File: src/rtl/cpu_defs.sv
// rtl/cpu_defs.sv - shared CPU definitions: divider state encoding and widths
//
// Purpose: common constants and types used by the DIV/DIVU datapath.
//   DATA_W      operand/result width
//   DIV_ITERS   restoring-division iterations (one quotient bit each)
//   div_state_t divider FSM state encoding
package cpu_defs;

    localparam int DATA_W    = 32;
    localparam int DIV_ITERS = 32;

    typedef enum logic [1:0] {
        DIV_IDLE = 2'd0,
        DIV_CALC = 2'd1,
        DIV_DONE = 2'd2
    } div_state_t;

endpackage

File: src/rtl/div_step.sv
// rtl/div_step.sv - one restoring shift-subtract division step
//
// Purpose: purely combinational single iteration of restoring division.
// Ports:
//   rem       in   partial remainder
//   qsr       in   quotient shift register (dividend bits shift out of the MSB)
//   dvs       in   divisor magnitude
//   rem_next  out  partial remainder after this step
//   qsr_next  out  quotient shift register after this step
module div_step #(
    parameter int W = 32
) (
    input  logic [W-1:0] rem,
    input  logic [W-1:0] qsr,
    input  logic [W-1:0] dvs,
    output logic [W-1:0] rem_next,
    output logic [W-1:0] qsr_next
);

    // 33-bit trial: the shifted-in partial remainder can reach 2*dvs-1,
    // so the extra bit is needed; trial[W] set means the subtraction borrowed.
    logic [W:0] trial;

    assign trial = {rem, qsr[W-1]} - {1'b0, dvs};

    always_comb begin
        rem_next = {rem[W-2:0], qsr[W-1]};
        qsr_next = {qsr[W-2:0], 1'b0};
        if (!trial[W]) begin
            rem_next = trial[W-1:0];
            qsr_next = {qsr[W-2:0], 1'b1};
        end
    end

endmodule

File: src/rtl/div_unit.sv
// rtl/div_unit.sv - iterative 32-bit signed/unsigned divider for DIV/DIVU
//
// Purpose: restoring division, one quotient bit per falling clock edge,
// signed operands handled by magnitude with a final sign fix-up.
// Ports:
//   clk        in   clock; all state changes on the falling edge
//   rst        in   asynchronous active-high reset
//   start      in   request a division (sampled only in IDLE)
//   is_signed  in   1 = DIV (two's complement), 0 = DIVU
//   dividend   in   dividend, latched with start
//   divisor    in   divisor, latched with start
//   q          out  registered quotient (feeds LO)
//   r          out  registered remainder (feeds HI)
//   busy       out  high from the start cycle through the last CALC cycle (stalls PC)
//   done       out  one-cycle completion pulse (HI/LO enable)
module div_unit
    import cpu_defs::*;
#(
    parameter int WIDTH = DATA_W
) (
    input  logic             clk,
    input  logic             rst,
    input  logic             start,
    input  logic             is_signed,
    input  logic [WIDTH-1:0] dividend,
    input  logic [WIDTH-1:0] divisor,
    output logic [WIDTH-1:0] q,
    output logic [WIDTH-1:0] r,
    output logic             busy,
    output logic             done
);

    localparam int                CNT_W    = $clog2(DIV_ITERS);
    localparam logic [CNT_W-1:0] LAST_CNT = CNT_W'(DIV_ITERS - 1);

    div_state_t       state;
    div_state_t       state_next;
    logic [WIDTH-1:0] rem;
    logic [WIDTH-1:0] qsr;
    logic [WIDTH-1:0] dvs;
    logic [CNT_W-1:0] count;
    logic             q_neg;
    logic             r_neg;
    logic [WIDTH-1:0] rem_nx;
    logic [WIDTH-1:0] qsr_nx;

    function automatic logic [WIDTH-1:0] negate(input logic [WIDTH-1:0] x);
        return ~x + WIDTH'(1);
    endfunction

    function automatic logic [WIDTH-1:0] magnitude(input logic [WIDTH-1:0] x);
        return x[WIDTH-1] ? negate(x) : x;
    endfunction

    div_step #(
        .W(WIDTH)
    ) u_step (
        .rem      (rem),
        .qsr      (qsr),
        .dvs      (dvs),
        .rem_next (rem_nx),
        .qsr_next (qsr_nx)
    );

    always_ff @(negedge clk or posedge rst) begin
        if (rst) begin
            state <= DIV_IDLE;
        end else begin
            state <= state_next;
        end
    end

    always_comb begin
        state_next = state;
        case (state)
            DIV_IDLE: if (start) state_next = DIV_CALC;
            DIV_CALC: if (count == LAST_CNT) state_next = DIV_DONE;
            DIV_DONE: state_next = DIV_IDLE;
            default:  state_next = DIV_IDLE;
        endcase
    end

    // busy covers the start cycle itself so the PC never advances past the
    // DIV before the result lands; rst masks it because the state register
    // clears asynchronously anyway.
    assign busy = ~rst & (((state == DIV_IDLE) & start) | (state == DIV_CALC));
    assign done = (state == DIV_DONE);

    always_ff @(negedge clk or posedge rst) begin
        if (rst) begin
            rem   <= '0;
            qsr   <= '0;
            dvs   <= '0;
            count <= '0;
            q_neg <= 1'b0;
            r_neg <= 1'b0;
            q     <= '0;
            r     <= '0;
        end else begin
            case (state)
                DIV_IDLE: begin
                    if (start) begin
                        rem   <= '0;
                        qsr   <= is_signed ? magnitude(dividend) : dividend;
                        dvs   <= is_signed ? magnitude(divisor) : divisor;
                        count <= '0;
                        q_neg <= is_signed & (dividend[WIDTH-1] ^ divisor[WIDTH-1]);
                        r_neg <= is_signed & dividend[WIDTH-1];
                    end
                end
                DIV_CALC: begin
                    rem   <= rem_nx;
                    qsr   <= qsr_nx;
                    count <= count + CNT_W'(1);
                    // Final iteration publishes the sign-corrected result
                    // directly from the step outputs.
                    if (count == LAST_CNT) begin
                        q <= q_neg ? negate(qsr_nx) : qsr_nx;
                        r <= r_neg ? negate(rem_nx) : rem_nx;
                    end
                end
                default: begin
                end
            endcase
        end
    end

endmodule

File: config.mk
export PLATFORM = sky130hd
export DESIGN_NAME = div_unit
export DESIGN_NICKNAME = d
export VERILOG_FILES = /design/src/rtl/cpu_defs.sv /design/src/rtl/div_step.sv /design/src/rtl/div_unit.sv
export SDC_FILE = /design/constraint.sdc
export NUM_CORES = 1
export LEC_CHECK = 0
export BUFFER_PORTS_ARGS = -buffer_cell sky130_fd_sc_hd__buf_2
export CORE_ASPECT_RATIO = 0.5
export CORE_MARGIN = 2
export CORE_UTILIZATION = 50
export CTS_CLUSTER_SIZE = 8
export DETAILED_ROUTE_END_ITERATION = 7
export PLACE_DENSITY_LB_ADDON = 0.25
export SYNTH_ARGS = -nofsm -noshare
export SYNTH_HDL_FRONTEND = slang
export SYNTH_SLANG_ARGS = --single-unit
File: constraint.sdc
create_clock -name clk -period 5 [get_ports clk]
set_clock_uncertainty 0.1 [all_clocks]
set_input_delay 0.5 -clock clk [delete_from_list [all_inputs] [get_ports clk]]
set_output_delay 0.5 -clock clk [all_outputs]
set_load 0.01 [all_outputs]
Word level (Yosys, flattened, before mapping)
Cells that the tools add are included.
{ "classes": {"addsub": 6, "multipliers": 0, "n_div": 0, "order_cmp": 0, "eq_ne": 5, "shifts": 0, "n_mux": 17, "bitwise": 11, "reduce_logical": 6} }
{ "ops": {"columns": ["operator", "n"], "rows": [
  ["two-way mux 32 bit", 9],
  ["adder 32 x 1 -> 32 bit (second input constant)", 4],
  ["NOT 32 bit", 4],
  ["case mux 32 bit (2 select lines)", 2],
  ["subtractor 33 x 32 -> 33 bit", 1],
  ["case mux 5 bit (2 select lines)", 1],
  ["AND reduction 2 bit", 4],
  ["adder 5 x 1 -> 5 bit (second input constant)", 1],
  ["equality test 5 bit (second input constant)", 1],
  ["two-way mux 5 bit", 1],
  ["AND 1 bit", 4],
  ["two-way mux 2 bit", 2],
  ["case mux 2 bit (2 select lines)", 1],
  ["equality test 2 x 1 -> 1 bit (second input constant)", 1],
  ["equality test 2 bit (second input constant)", 1],
  ["zero test 2 bit", 1],
  ["inequality test 2 x 1 -> 1 bit (second input constant)", 1],
  ["inequality test 2 bit (second input constant)", 1],
  ["nonzero test 2 bit", 1],
  ["two-way mux 1 bit", 1],
  ["NOT 1 bit", 1],
  ["OR 1 bit", 1],
  ["bitwise XOR 1 bit", 1]
]} }
{ "word_totals": {"reg_bits": 169, "latch_bits": 0, "mem_bits_rw": 0, "rom_bits": 0, "input_bits": 68, "word_cells": 54, "memories": 0} }

Depth between registers and ports, before layout
{ "depth": {"ltp_word": 6, "ltp_mapped": 24} }

Cells and area by module
A second synthesis with hierarchy kept.
{ "unflattened": {"hier_cells": 1285, "hier_area_um2": 11512.3} }
{ "by_module_without_submodules": {"columns": ["mod", "instances", "cells_per_inst", "area_per_inst_um2", "seq_area_each_um2"], "rows": [
  ["div_unit", 1, 948, 8913.5, 4229.1],
  ["div_step", 1, 337, 2598.7, 0.0]
]} }

==> metrics.md <==
| Metric | Value |
|---|---|
| MaxCap Viol Count | 0 |
| Gate Count Post-Synth | 1,454 |
| Worst setup EP type | flip-flop |
| Layout cell share with drive strength beyond 1 | between 20% and 30% |
| Slew of the pin with the lowest slew margin | ~1.1 ns |
| Worst path cell trace | buf_6, or4_4, nor4_4, nor4b_4, and2_4, nand2_4, o41ai_4, xor2_1, o21ai_1 |
| Post-place setup slack | -0.421 ns |
| Synth Area in Compound Gates | about a quarter |
| Synth unique cells | 92 |
| Post-route setup TNS | 0 ns |
| Starting DRT DRC Count | 1,182 |
| Row count | 40 |
| Wire length per cell | ~19 um |
| Max Slew Vio Count | 0 |
| Initial antenna violation count | 1 |
| First-pass GRT wire length | a little over 60,000 um |
| Syn_nets | around 1,600 |
| Commonest non-fill, non-tap cells in the layout | 199 x nand2_1, 198 x o21ai_0, 169 x dfrtn_1, 154 x buf_4, 131 x buf_2 |
| Final non-filler cell total | approximately 2,000 |
| Most common flop cell mapped by yosys | dfrtn_1 |
| CTS Root Cell | clkbuf_16 |
| Seq cells post-synth | 169 |
| DRC errors left | 0 |
| Seq/Total Area, Yosys | about a third |
| Count of final setup violators | 0 |
| GRT Overall Usage | 30.2% |
| Die Span Y | about 110 um |
| Peak per-stage delay on the critical path | between 0.5 and 0.6 ns |
| CTS sink count | 169 |
| Total CTS buffers | 17 |
| Synth Area in XOR/XNOR | roughly a tenth |
| CTS Buffer Depth | 2 |
| Critical Path AT | between 2 and 3 ns |
| RSZ-0062 raised after global routing | true |
| Via density | approximately 6.0 |
| Critical path type | in2reg |
| Min-Delay Path Class | reg2reg |
| YS warnings | 0 |
| Simple-Gate Fraction of Synth Area | 18.6% |
| CTS H-tree depth | 4 |
| Commonest non-fill, non-tap cell in the layout | nand2_1 |
| Initial core utilization | between 50% and 60% |
| Fin worst setup slack | between 0.002 and 0.003 ns |
| Final antenna-violating net count | 0 |
| Final hold viol count | 0 |
| Area growth from synthesis to layout | 24.2% |
| Routed WL | approximately 38,000 um |
| Critical Path RT | roughly 2.7 ns |
| Placed Cells | approximately 2,000 |
| Post-synth EDFFs | 0 |
| Outcome | complete, no violations |
| Worst-path maximum fanout | 4 |
| CTS tree | done |
| Crit start category | input port |
| Post-synthesis adder-cell area fraction | approximately 4.1% |
| Post-Syn Area | approximately 12,000 um^2 |
| Critical path's top delay family | simple AND/OR/NAND/NOR gates |
| Max_slew headroom | 26.3% |
| Share of flip-flops with an asynchronous set or reset | 100% |
| Post-synthesis mux area share | 1.87% |
| CP bufs+invs | 1 |
| Core area | ~24,000 um^2 |
| Reg clk slew, reported paths | around 0.050 ns |
| Vias in the first global route | between 10,000 and 15,000 |
| WHS | roughly 0.32 ns |
| Port Buffers | between 100 and 150 |
| Worst skew pair latency | 0.42 ns |
| IO Pins | roughly 130 |
| Largest net degree at the start of global routing | 126 |
| Total number of vias | between 10,000 and 15,000 |
| Largest family of logic cells by synthesized area | compound AO/OA/AOI/OAI gates |
| Crit path max-delay cell type | or4_4 |
| DRT Pass-1 Iters | 5 |
| Total gr overflow | 0 |
| Overall die area | 25,500 um^2 |
| HPWL after DPL | 28,500 um |
| Fin nets | roughly 1,800 |
| Syn_area_per_cell | 8.32 um^2 |
| Die W | 224 um |
| Gpl congestion | about 0.95 |
through the flow:
step           util (%)  area [um^2]
6_report           62.9        15000
5_1_grt            62.9        15000
4_1_cts            61.8        14800
3_5_place_dp       59.3        14200
3_3_place_gp       59.3        14200
2_1_floorplan         -        12300
final timing paths:
| check | slack, ns | endpoint | startpoint | cells after the start |
|---|---|---|---|---|
| min in group asynchronous | 2.34 | q_neg$_DFFE_NP0P_ | rst | 2 |
| worst max register to register | 0.14 | r[10]$_DFFE_NP0P_ | dvs[5]$_DFFE_NP0P_ | 21 |
| max in group asynchronous | 1.63 | qsr[11]$_DFFE_NP0P_ | rst | 3 |
| worst min-delay path | 0.32 | r[21]$_DFFE_NP0P_ | r[21]$_DFFE_NP0P_ | 2 |
| worst max-delay path | 0.003 | dvs[29]$_DFFE_NP0P_ | divisor[11] | 9 |
| worst min register to register | 0.32 | r[21]$_DFFE_NP0P_ | r[21]$_DFFE_NP0P_ | 2 |
per-layer routing:
| layer | part of all wire [%] | vias up | routed length (um) | GRT usage, % |
|---|---|---|---|---|
| met5 | 0 | - | 0 | 0 |
| met4 | 2.4 | 0 | 896 | 9.91 |
| met3 | 6.5 | 62 | 2490 | 5.80 |
| met1 | 45 | 5839 | 17300 | 40.9 |
| li1 | - | 5700 | - | - |
| met2 | 46 | 457 | 17400 | 48.9 |
cells by family after synthesis:
| family | count (synthesis) |
|---|---|
| AO/OA/AOI/OAI | 481 |
| XOR/XNOR | 141 |
| adder cells (fa/ha/maj) | 39 |
| buffers and inverters | 141 |
| flip-flops | 169 |
| multiplexers | 22 |
| AND/OR/NAND/NOR | 461 |
repair_timing:
item	4_1_cts	5_1_grt
setup buffers	1	6
hold buffers	0	0
pin swaps	8	29
cloned	0	0
setup endpoints to repair	7	22
gates resized for setup	4	45
cells in the mapped netlist (7+ instances only):
| cell type | count | area (um^2) |
|---|---|---|
| ha_1 | 38 | 475 |
| and2_1 | 16 | 100 |
| a21o_1 | 8 | 60.1 |
| or4_1 | 19 | 143 |
| nand3_1 | 20 | 100 |
| nor2b_1 | 11 | 68.8 |
| a21oi_1 | 78 | 390 |
| o21ai_0 | 206 | 1030 |
| nand4_1 | 16 | 100 |
| nand2_1 | 203 | 762 |
| a31oi_1 | 15 | 93.8 |
| o31ai_1 | 21 | 158 |
| nor4_1 | 18 | 113 |
| inv_1 | 56 | 210 |
| or2_2 | 7 | 43.8 |
| nand2b_1 | 11 | 68.8 |
| a22oi_1 | 33 | 248 |
| xor2_1 | 55 | 482 |
| clkbuf_1 | 61 | 229 |
| o41ai_1 | 13 | 114 |
| or3_1 | 13 | 81.3 |
| nor2_1 | 66 | 248 |
| nor3_1 | 32 | 160 |
| a211oi_1 | 12 | 90.1 |
| xnor2_1 | 86 | 753 |
| dfrtn_1 | 169 | 4230 |
| buf_2 | 10 | 50.1 |
| o21a_1 | 7 | 52.6 |
| o21ai_1 | 16 | 80.1 |
| mux2i_1 | 17 | 170 |
state kept, by name, summed over array words and instances, names as in the netlist:
name / count
r: 32
dvs: 32
rem: 32
qsr: 32
q: 32
r_neg: 1
count: 5
state: 2
q_neg: 1
tightest hold or removal path: stages, from the launching register on:
cell,delay (ns)
dfrtn_1,0.40
nand2_1,0.04
o21ai_0,0.06
layout make-up:
class,count,area [um^2]
antenna,1,2.50
clock buffer,20,447
clock inverter,12,131
fill,2077,8850
inverter,56,216
multi-input combinational,1144,7660
sequential,169,4230
tap,315,394
timing repair buffer,293,1950
Power is left out: the tool's default activity adds up to more than one toggle a clock period on the data nets, which glitch-free logic cannot reach.
